`config.mk`:
```
export PLATFORM = sky130hd
export DESIGN_NAME = usart_tx
export DESIGN_NICKNAME = d
export VERILOG_FILES = /design/src/rtl/usart_tx.sv
export SDC_FILE = /design/constraint.sdc
export NUM_CORES = 1
export LEC_CHECK = 0
export ABC_AREA = 1
export CORE_MARGIN = 3
export CORE_UTILIZATION = 35
export CTS_BUF_LIST = sky130_fd_sc_hd__clkbuf_4
export DETAILED_ROUTE_END_ITERATION = 7
export GPL_TIMING_DRIVEN = 0
export PLACE_DENSITY = 0.59
export SYNTH_ARGS = -nofsm -noshare
export SYNTH_HDL_FRONTEND = slang
export SYNTH_SLANG_ARGS = --single-unit
```
`constraint.sdc`:
```
create_clock -name clk -period 1.6 [get_ports clk]
set_input_delay 0.48 -clock clk [delete_from_list [all_inputs] [get_ports clk]]
set_output_delay 0.48 -clock clk [all_outputs]
set_load 0.01 [all_outputs]
```
`src/rtl/usart_tx.sv`:
```
// 8N1 UART transmitter with a registered serial line and BPS_DIV clocks per bit.
// Define USART_TX_PARITY_EN to insert an even-parity bit between data bit 7 and the stop bit.
module usart_tx #(
  parameter int BPS_DIV = 434
) (
  input  logic       clk,
  input  logic       rst,
  input  logic       tx_start,
  input  logic [7:0] tx_data_i,
  output logic       tx_data,
  output logic       tx_busy,
  output logic       tx_done
);

`ifdef USART_TX_PARITY_EN
  typedef enum logic [2:0] {IDLE, START, DATA, PARITY, STOP} state_t;
`else
  typedef enum logic [2:0] {IDLE, START, DATA, STOP} state_t;
`endif

  localparam logic [12:0] DIV_LAST = 13'(BPS_DIV - 1);

  state_t      state_q, state_d;
  logic [12:0] cnt_q, cnt_d;
  logic [2:0]  bit_q, bit_d;
  logic [7:0]  sh_q, sh_d;
  logic        line_q, line_d;
  logic        busy_q, busy_d;
  logic        done_q, done_d;
  logic        tick;
`ifdef USART_TX_PARITY_EN
  logic        par_q, par_d;
`endif

  assign tick = (cnt_q == DIV_LAST);

  always_comb begin
    state_d = state_q;
    cnt_d   = cnt_q;
    bit_d   = bit_q;
    sh_d    = sh_q;
`ifdef USART_TX_PARITY_EN
    par_d   = par_q;
`endif
    case (state_q)
      IDLE: begin
        cnt_d = '0;
        bit_d = '0;
        if (tx_start) begin
          sh_d    = tx_data_i;
`ifdef USART_TX_PARITY_EN
          par_d   = ^tx_data_i;
`endif
          state_d = START;
        end
      end
      START: if (tick) state_d = DATA;
      DATA: begin
        if (tick) begin
          if (bit_q == 3'd7) begin
`ifdef USART_TX_PARITY_EN
            state_d = PARITY;
`else
            state_d = STOP;
`endif
          end else begin
            bit_d = bit_q + 3'd1;
            sh_d  = {1'b0, sh_q[7:1]};
          end
        end
      end
`ifdef USART_TX_PARITY_EN
      PARITY: if (tick) state_d = STOP;
`endif
      STOP: if (tick) state_d = IDLE;
      default: state_d = IDLE;
    endcase

    if (state_q != IDLE) cnt_d = tick ? '0 : cnt_q + 13'd1;

    // Line value is derived from the next state so the registered output lines up with it.
    case (state_d)
      START:   line_d = 1'b0;
      DATA:    line_d = sh_d[0];
`ifdef USART_TX_PARITY_EN
      PARITY:  line_d = par_q;
`endif
      default: line_d = 1'b1;
    endcase

    busy_d = (state_d != IDLE);
    done_d = (state_q == STOP) && (state_d == IDLE);
  end

  always_ff @(posedge clk) begin
    if (rst) begin
      state_q <= IDLE;
      cnt_q   <= '0;
      bit_q   <= '0;
      sh_q    <= '0;
      line_q  <= 1'b1;
      busy_q  <= 1'b0;
      done_q  <= 1'b0;
`ifdef USART_TX_PARITY_EN
      par_q   <= 1'b0;
`endif
    end else begin
      state_q <= state_d;
      cnt_q   <= cnt_d;
      bit_q   <= bit_d;
      sh_q    <= sh_d;
      line_q  <= line_d;
      busy_q  <= busy_d;
      done_q  <= done_d;
`ifdef USART_TX_PARITY_EN
      par_q   <= par_d;
`endif
    end
  end

  assign tx_data = line_q;
  assign tx_busy = busy_q;
  assign tx_done = done_q;

endmodule

```
=== After elaboration in Yosys (flattened, before gate mapping) ===
Index checks and enable logic that the tools add are counted.

* Add/subtract/negate cells: 2
* Equality and inequality tests: 10
* Mux-type cells: 17
* Reduce and logical (&&, ||, !) cells: 9

{| class="wikitable"
|+ Operators with widths
! cell !! number
|-
| 13-bit two-way mux || 3
|-
| 8-bit two-way mux || 3
|-
| 3-bit two-way mux || 7
|-
| 8-bit one-hot mux with 2 select lines || 1
|-
| 13-bit by 1-bit adder with 13-bit output (second input constant) || 1
|-
| 13-bit by 9-bit == test with 1-bit output (second input constant) || 1
|-
| 3-bit one-hot mux with 4 select lines || 1
|-
| 3-bit by 2-bit == test with 1-bit output (second input constant) || 3
|-
| 3-bit by 1-bit == test with 1-bit output (second input constant) || 2
|-
| 3-bit logical NOT || 2
|-
| 2-bit inequality test (second input constant) || 3
|-
| 3-bit one-hot mux with 2 select lines || 1
|-
| 3-bit nonzero test || 2
|-
| 4-bit AND reduction || 1
|-
| 2-bit nonzero test || 2
|-
| 3-bit by 1-bit adder with 3-bit output (second input constant) || 1
|-
| 3-bit == test (second input constant) || 1
|-
| 3-bit AND reduction || 1
|-
| 1-bit one-hot mux with 2 select lines || 1
|-
| 1-bit logical AND || 1
|}

* Register bits after elaboration: 30
* Input port bits: 11
* Output and inout port bits: 3

=== Depth between registers and ports, before layout ===
* Depth in word-level cells: 6
* Depth in mapped cells: 14
* Depth with buffers taken out: 14

=== Worst setup path before layout ===
OpenSTA, ideal clock, no wires.

* Path kind: reg-to-reg
* From: register cnt_q[0]
* To: register line_q (netlist: tx_data)
* Setup time: 112 ps
* Data arrival time: 1,305 ps
* Data required time: 1,488 ps
* Slack: 183 ps
* Cell stages (with the launch flop): 13
* Cell sequence: dfxtp_1 > ha_1 > nand2_1 > inv_1 > nand2_2 > nor2_4 > nand2_2 > o21ai_1 > inv_1 > nor2_4 > nand2_2 > nand2_2 > nand2_1

* Word-level cells in the longest chain between the ends: 5

{| class="wikitable"
|+ RTL lines
! item !! RTL line !! text
|-
| from (decl) || 24 || <nowiki>logic [12:0] cnt_q, cnt_d;</nowiki>
|-
| from (signal assigned) || 109 || <nowiki>cnt_q <= cnt_d;</nowiki>
|-
| 13-bit by 9-bit == test with 1-bit output * || 35 || <nowiki>assign tick = (cnt_q == DIV_LAST);</nowiki>
|-
| 3-bit two-way mux, on equally long branches || 75, 57, 59 ||
|-
| 3-bit one-hot mux with 4 select lines || 45 || <nowiki>case (state_q)</nowiki>
|-
| 3-bit by 2-bit == test with 1-bit output / 3-bit by 1-bit == test with 1-bit output (equally long branches) || 82 || <nowiki>case (state_d)</nowiki>
|-
| 1-bit one-hot mux with 2 select lines * || 82 ||
|-
| to (signal assigned) || 112 || <nowiki>line_q <= line_d;</nowiki>
|-
| to (decl) || 27 || <nowiki>logic line_q, line_d;</nowiki>
|}

Every way passes the cells marked *; elsewhere a longest branch is shown, timed or not. The select of a mux whose other input is x is not followed.
A chain may end at the register's enable or synchronous reset.

=== Final worst setup path ===
* From: register cnt_q[0]
* To: register sh_q[6]

* Word-level cells in the longest chain between the ends: 3

{| class="wikitable"
|+ RTL lines
! item !! RTL line !! text
|-
| 13-bit by 9-bit == test with 1-bit output || 35 ||
|-
| 2-bit inequality test (no line) || -- ||
|-
| 4-bit AND reduction (no line) || -- ||
|-
| to (signal assigned) || 100 || <nowiki>sh_q <= '0;</nowiki>
|-
| to (signal assigned) || 111 || <nowiki>sh_q <= sh_d;</nowiki>
|-
| to (decl) || 26 || <nowiki>logic [7:0] sh_q, sh_d;</nowiki>
|}

No other way between the ends.

==> results.rst <==
.. list-table::
   :header-rows: 1

   * - Metric
     - Value
   * - Run status
     - complete, no violations
   * - Fmax
     - 678 MHz
   * - Final net count
     - 250
   * - Yosys synthesis warning count
     - 0
   * - Clock-pin slew on the worst setup and hold paths
     - 80 ps
   * - Final worst path period share
     - 0.921
   * - Total die area
     - 5010 um^2
   * - Leading cell types in the layout, fill and taps excluded
     - sky130_fd_sc_hd__nand2_1 (60), sky130_fd_sc_hd__dfxtp_1 (28), sky130_fd_sc_hd__inv_1 (26), sky130_fd_sc_hd__a21oi_1 (17), sky130_fd_sc_hd__nor2_1 (16)
   * - # hold bufs at CTS
     - 0
   * - Area taken by flip-flops and latches
     - 606 um^2
   * - Total via count in the routed design
     - 1292
   * - Buffers added on ports
     - 13
   * - Worst-case hold slack
     - 457 ps
   * - Post-detailed-route DRC marker count
     - 0
   * - Most common cell after layout, fill and taps aside
     - sky130_fd_sc_hd__nand2_1
   * - Area of the core
     - 3850 um^2
   * - Dpl hpwl
     - 1960 um
   * - Clock Tree Root
     - sky130_fd_sc_hd__clkbuf_4
   * - Filler Cells Inserted
     - 431
   * - Final weighted congestion in routability-driven placement
     - 0.784
   * - Critical path startpoint
     - cnt_q[0]
   * - Pin count of the biggest net entering global routing
     - 11
   * - Insertion delay of the later-clocked pin in the worst-skew pair
     - 320 ps
   * - Count of nets left with antenna violations after detail routing
     - 0
   * - Type of the worst min-delay path
     - reg -> reg
   * - Critical Path End Type
     - flip-flop
   * - Flip-flop and latch count after synthesis
     - 30
   * - Max-capacitance violation count
     - 0
   * - Final hold violation count
     - 0
   * - Multi-input logic area
     - 779 um^2
   * - Max rail drop VDD
     - 0.424 mV
   * - Critical path start-end classification
     - reg -> reg
   * - Initial cell density of the core
     - 0.381
   * - Antenna violations before repair
     - 0
   * - Setup Slack @ Placement
     - -202 ps
   * - Sink Count
     - 30
   * - Distinct cells, synth
     - 26
   * - CTS tree
     - built
   * - Post-synthesis instance area
     - 1470 um^2
   * - Post-detailed-routing wire length
     - 2680 um
   * - Level count of the clock H-tree
     - 2
   * - Total count of max-transition violations in the final report
     - 0
   * - Launch instance of the worst register-to-register path
     - cnt_q[0]
   * - Cell Rows
     - 22
   * - Startpoint kind of the worst setup timing path
     - flip-flop
   * - Least setup slack across all paths after layout
     - 126 ps
   * - Syn-to-layout area delta
     - 22.3%
   * - Maximum number of buffers from clock root to sink
     - 2
   * - Power, Total
     - 1.29 mW
   * - Routed vias/inst
     - 4.55
   * - Drt initial violations
     - 64
   * - Detailed-route wire length per cell
     - 9.43 um
   * - Fin Clk Skew
     - 11.2 ps
   * - Sequential share of the synthesized area
     - 0.409
   * - Pwr Density
     - 716 nW/um^2
   * - Arrival time at the worst endpoint
     - 1720 ps
   * - Layout cell share with drive strength beyond 1
     - 0.191
   * - Period minus WS final
     - 1470 ps
   * - Vertical extent of the die
     - 70.8 um
   * - Number of iterations in the first detailed-routing pass
     - 4
   * - Cts bufs inserted
     - 5
   * - Depth of the worst register-to-register path
     - 12
   * - Number of primary I/O pins
     - 14
   * - Reg-to-Reg End
     - sh_q[6]
   * - Worst-case register-to-register setup slack
     - 130 ps
   * - Via count of the first global-routing pass
     - 1091
   * - Synth Net Count
     - 225
   * - Capturing instance or port of the critical path
     - sh_q[6]
   * - Setup violations, final
     - 0
   * - Static leakage power
     - 0.765 nW
   * - Highest fanout seen on the critical path
     - 5
   * - Overflow left after global routing
     - 0
   * - Unrepaired setup endpoints after global routing
     - no
   * - Required time of the critical path
     - 1840 ps
   * - Post-synthesis instance total
     - 210
   * - Total track usage
     - 0.111
   * - Die boundary width
     - 70.8 um
   * - Average cell area after synthesis
     - 7.00 um^2
   * - Global-route wire length before repair
     - 4550 um
   * - Total inserted antenna cells
     - 0
## layout make-up
type | instances | area share
repair buffers | 18 | 0.0933
clock buffers | 5 | 0.0209
flip-flops and latches | 30 | 0.337
inverters | 34 | 0.0738
clock inverters | 3 | 0.00626
plain buffers | 1 | 0.00209
well taps | 48 | 0.0334
multi-input cells | 145 | 0.434
## stage by stage
| step | util | cells | cell area, um^2 | TNS, ps |
|---|---|---|---|---|
| 3_3_place_gp | 0.431 | 271 | 1660 | -2270 |
| 3_5_place_dp | 0.431 | 271 | 1660 | -2100 |
| 4_1_cts | 0.443 | 279 | 1710 | 0 |
| 2_1_floorplan | - | 210 | 1470 | 0 |
| 6_report | 0.467 | 284 | 1800 | 0 |
| 5_1_grt | 0.467 | 284 | 1800 | 0 |
## sequential cells by signal (all words and copies together) (netlist names)
signal and flops:
tx_data 1, sh_q 8, bit_q 3, tx_done 1, tx_busy 1, cnt_q 13
state_q 3
## how the worst min path moves through the flow
stage	startpoint	to	slack [ps]	cells after the start
after detailed placement	sh_q[7]	sh_q[7]	450	2
after global placement	cnt_q[0]	cnt_q[0]	440	1
after floorplan	cnt_q[0]	cnt_q[0]	430	1
after CTS	sh_q[7]	sh_q[7]	460	2
after global routing	cnt_q[0]	cnt_q[0]	480	1
final	cnt_q[0]	cnt_q[0]	460	1
## repair_timing
action,4_1_cts,5_1_grt
setup endpoints to repair,10,19
resized for setup,4,19
pin swaps,0,6
buffers inserted,0,5
## layer usage
layer,track usage,up-vias,share of wire
met5,0,-,0
met2,0.163,29,0.44
met1,0.149,556,0.49
met3,0.0341,2,0.056
li1,-,705,-
met4,0.0501,0,0.0082
## cell families (layout without fill, tap and decap cells)
| kind of cell | Yosys count | after routing | synth area share |
|---|---|---|---|
| AOI/OAI and AO/OA | 28 | 28 | 0.0962 |
| adders and majority gates | 4 | 4 | 0.0340 |
| buffers and inverters | 35 | 61 | 0.0902 |
| DFF | 30 | 30 | 0.409 |
| muxes | 1 | 1 | 0.00681 |
| and+or+nand+nor | 109 | 109 | 0.350 |
| other | 1 | 1 | 0.00255 |
| xor gates and xnor gates | 2 | 2 | 0.0119 |
## synthesized netlist by cell type, drive strengths merged
cell / count / share of area
nand2: 66 / 0.18
inv: 33 / 0.084
dfxtp: 30 / 0.41
nor2: 27 / 0.10
a21oi: 19 / 0.065
o21ai: 8 / 0.027
nand3: 6 / 0.024
nor3: 5 / 0.017
ha: 4 / 0.034
xnor2: 2 / 0.012
a31oi: 1 / 0.0043
and3: 1 / 0.0051
clkbuf: 1 / 0.0026
clkinv: 1 / 0.0034
conb: 1 / 0.0026
mux2i: 1 / 0.0068
nand4: 1 / 0.0085
nor3b: 1 / 0.0051
nor4: 1 / 0.0043
or2: 1 / 0.0060
## power breakdown
group          internal (mW)  switching (mW)  leakage [nW]  total (mW)
clock                  0.156           0.248        0.0277       0.404
combinational         0.0512          0.0577         0.493       0.109
sequential             0.763          0.0117         0.245       0.775
total                  0.970           0.317         0.765        1.29
## critical path, cell delays in order, from the launching register on
cell                       delay, ps
sky130_fd_sc_hd__dfxtp_4         380
sky130_fd_sc_hd__ha_4            140
sky130_fd_sc_hd__nand2_1          40
sky130_fd_sc_hd__inv_1            60
sky130_fd_sc_hd__nand2_2          60
sky130_fd_sc_hd__nor2_4          150
sky130_fd_sc_hd__nand4_4         140
sky130_fd_sc_hd__clkinv_4        100
sky130_fd_sc_hd__buf_4           110
sky130_fd_sc_hd__nand2_1          40
sky130_fd_sc_hd__nand2_1          50
sky130_fd_sc_hd__inv_1            30
sky130_fd_sc_hd__a21oi_1         110
No activity file was read; power rests on OpenSTA's default activity.
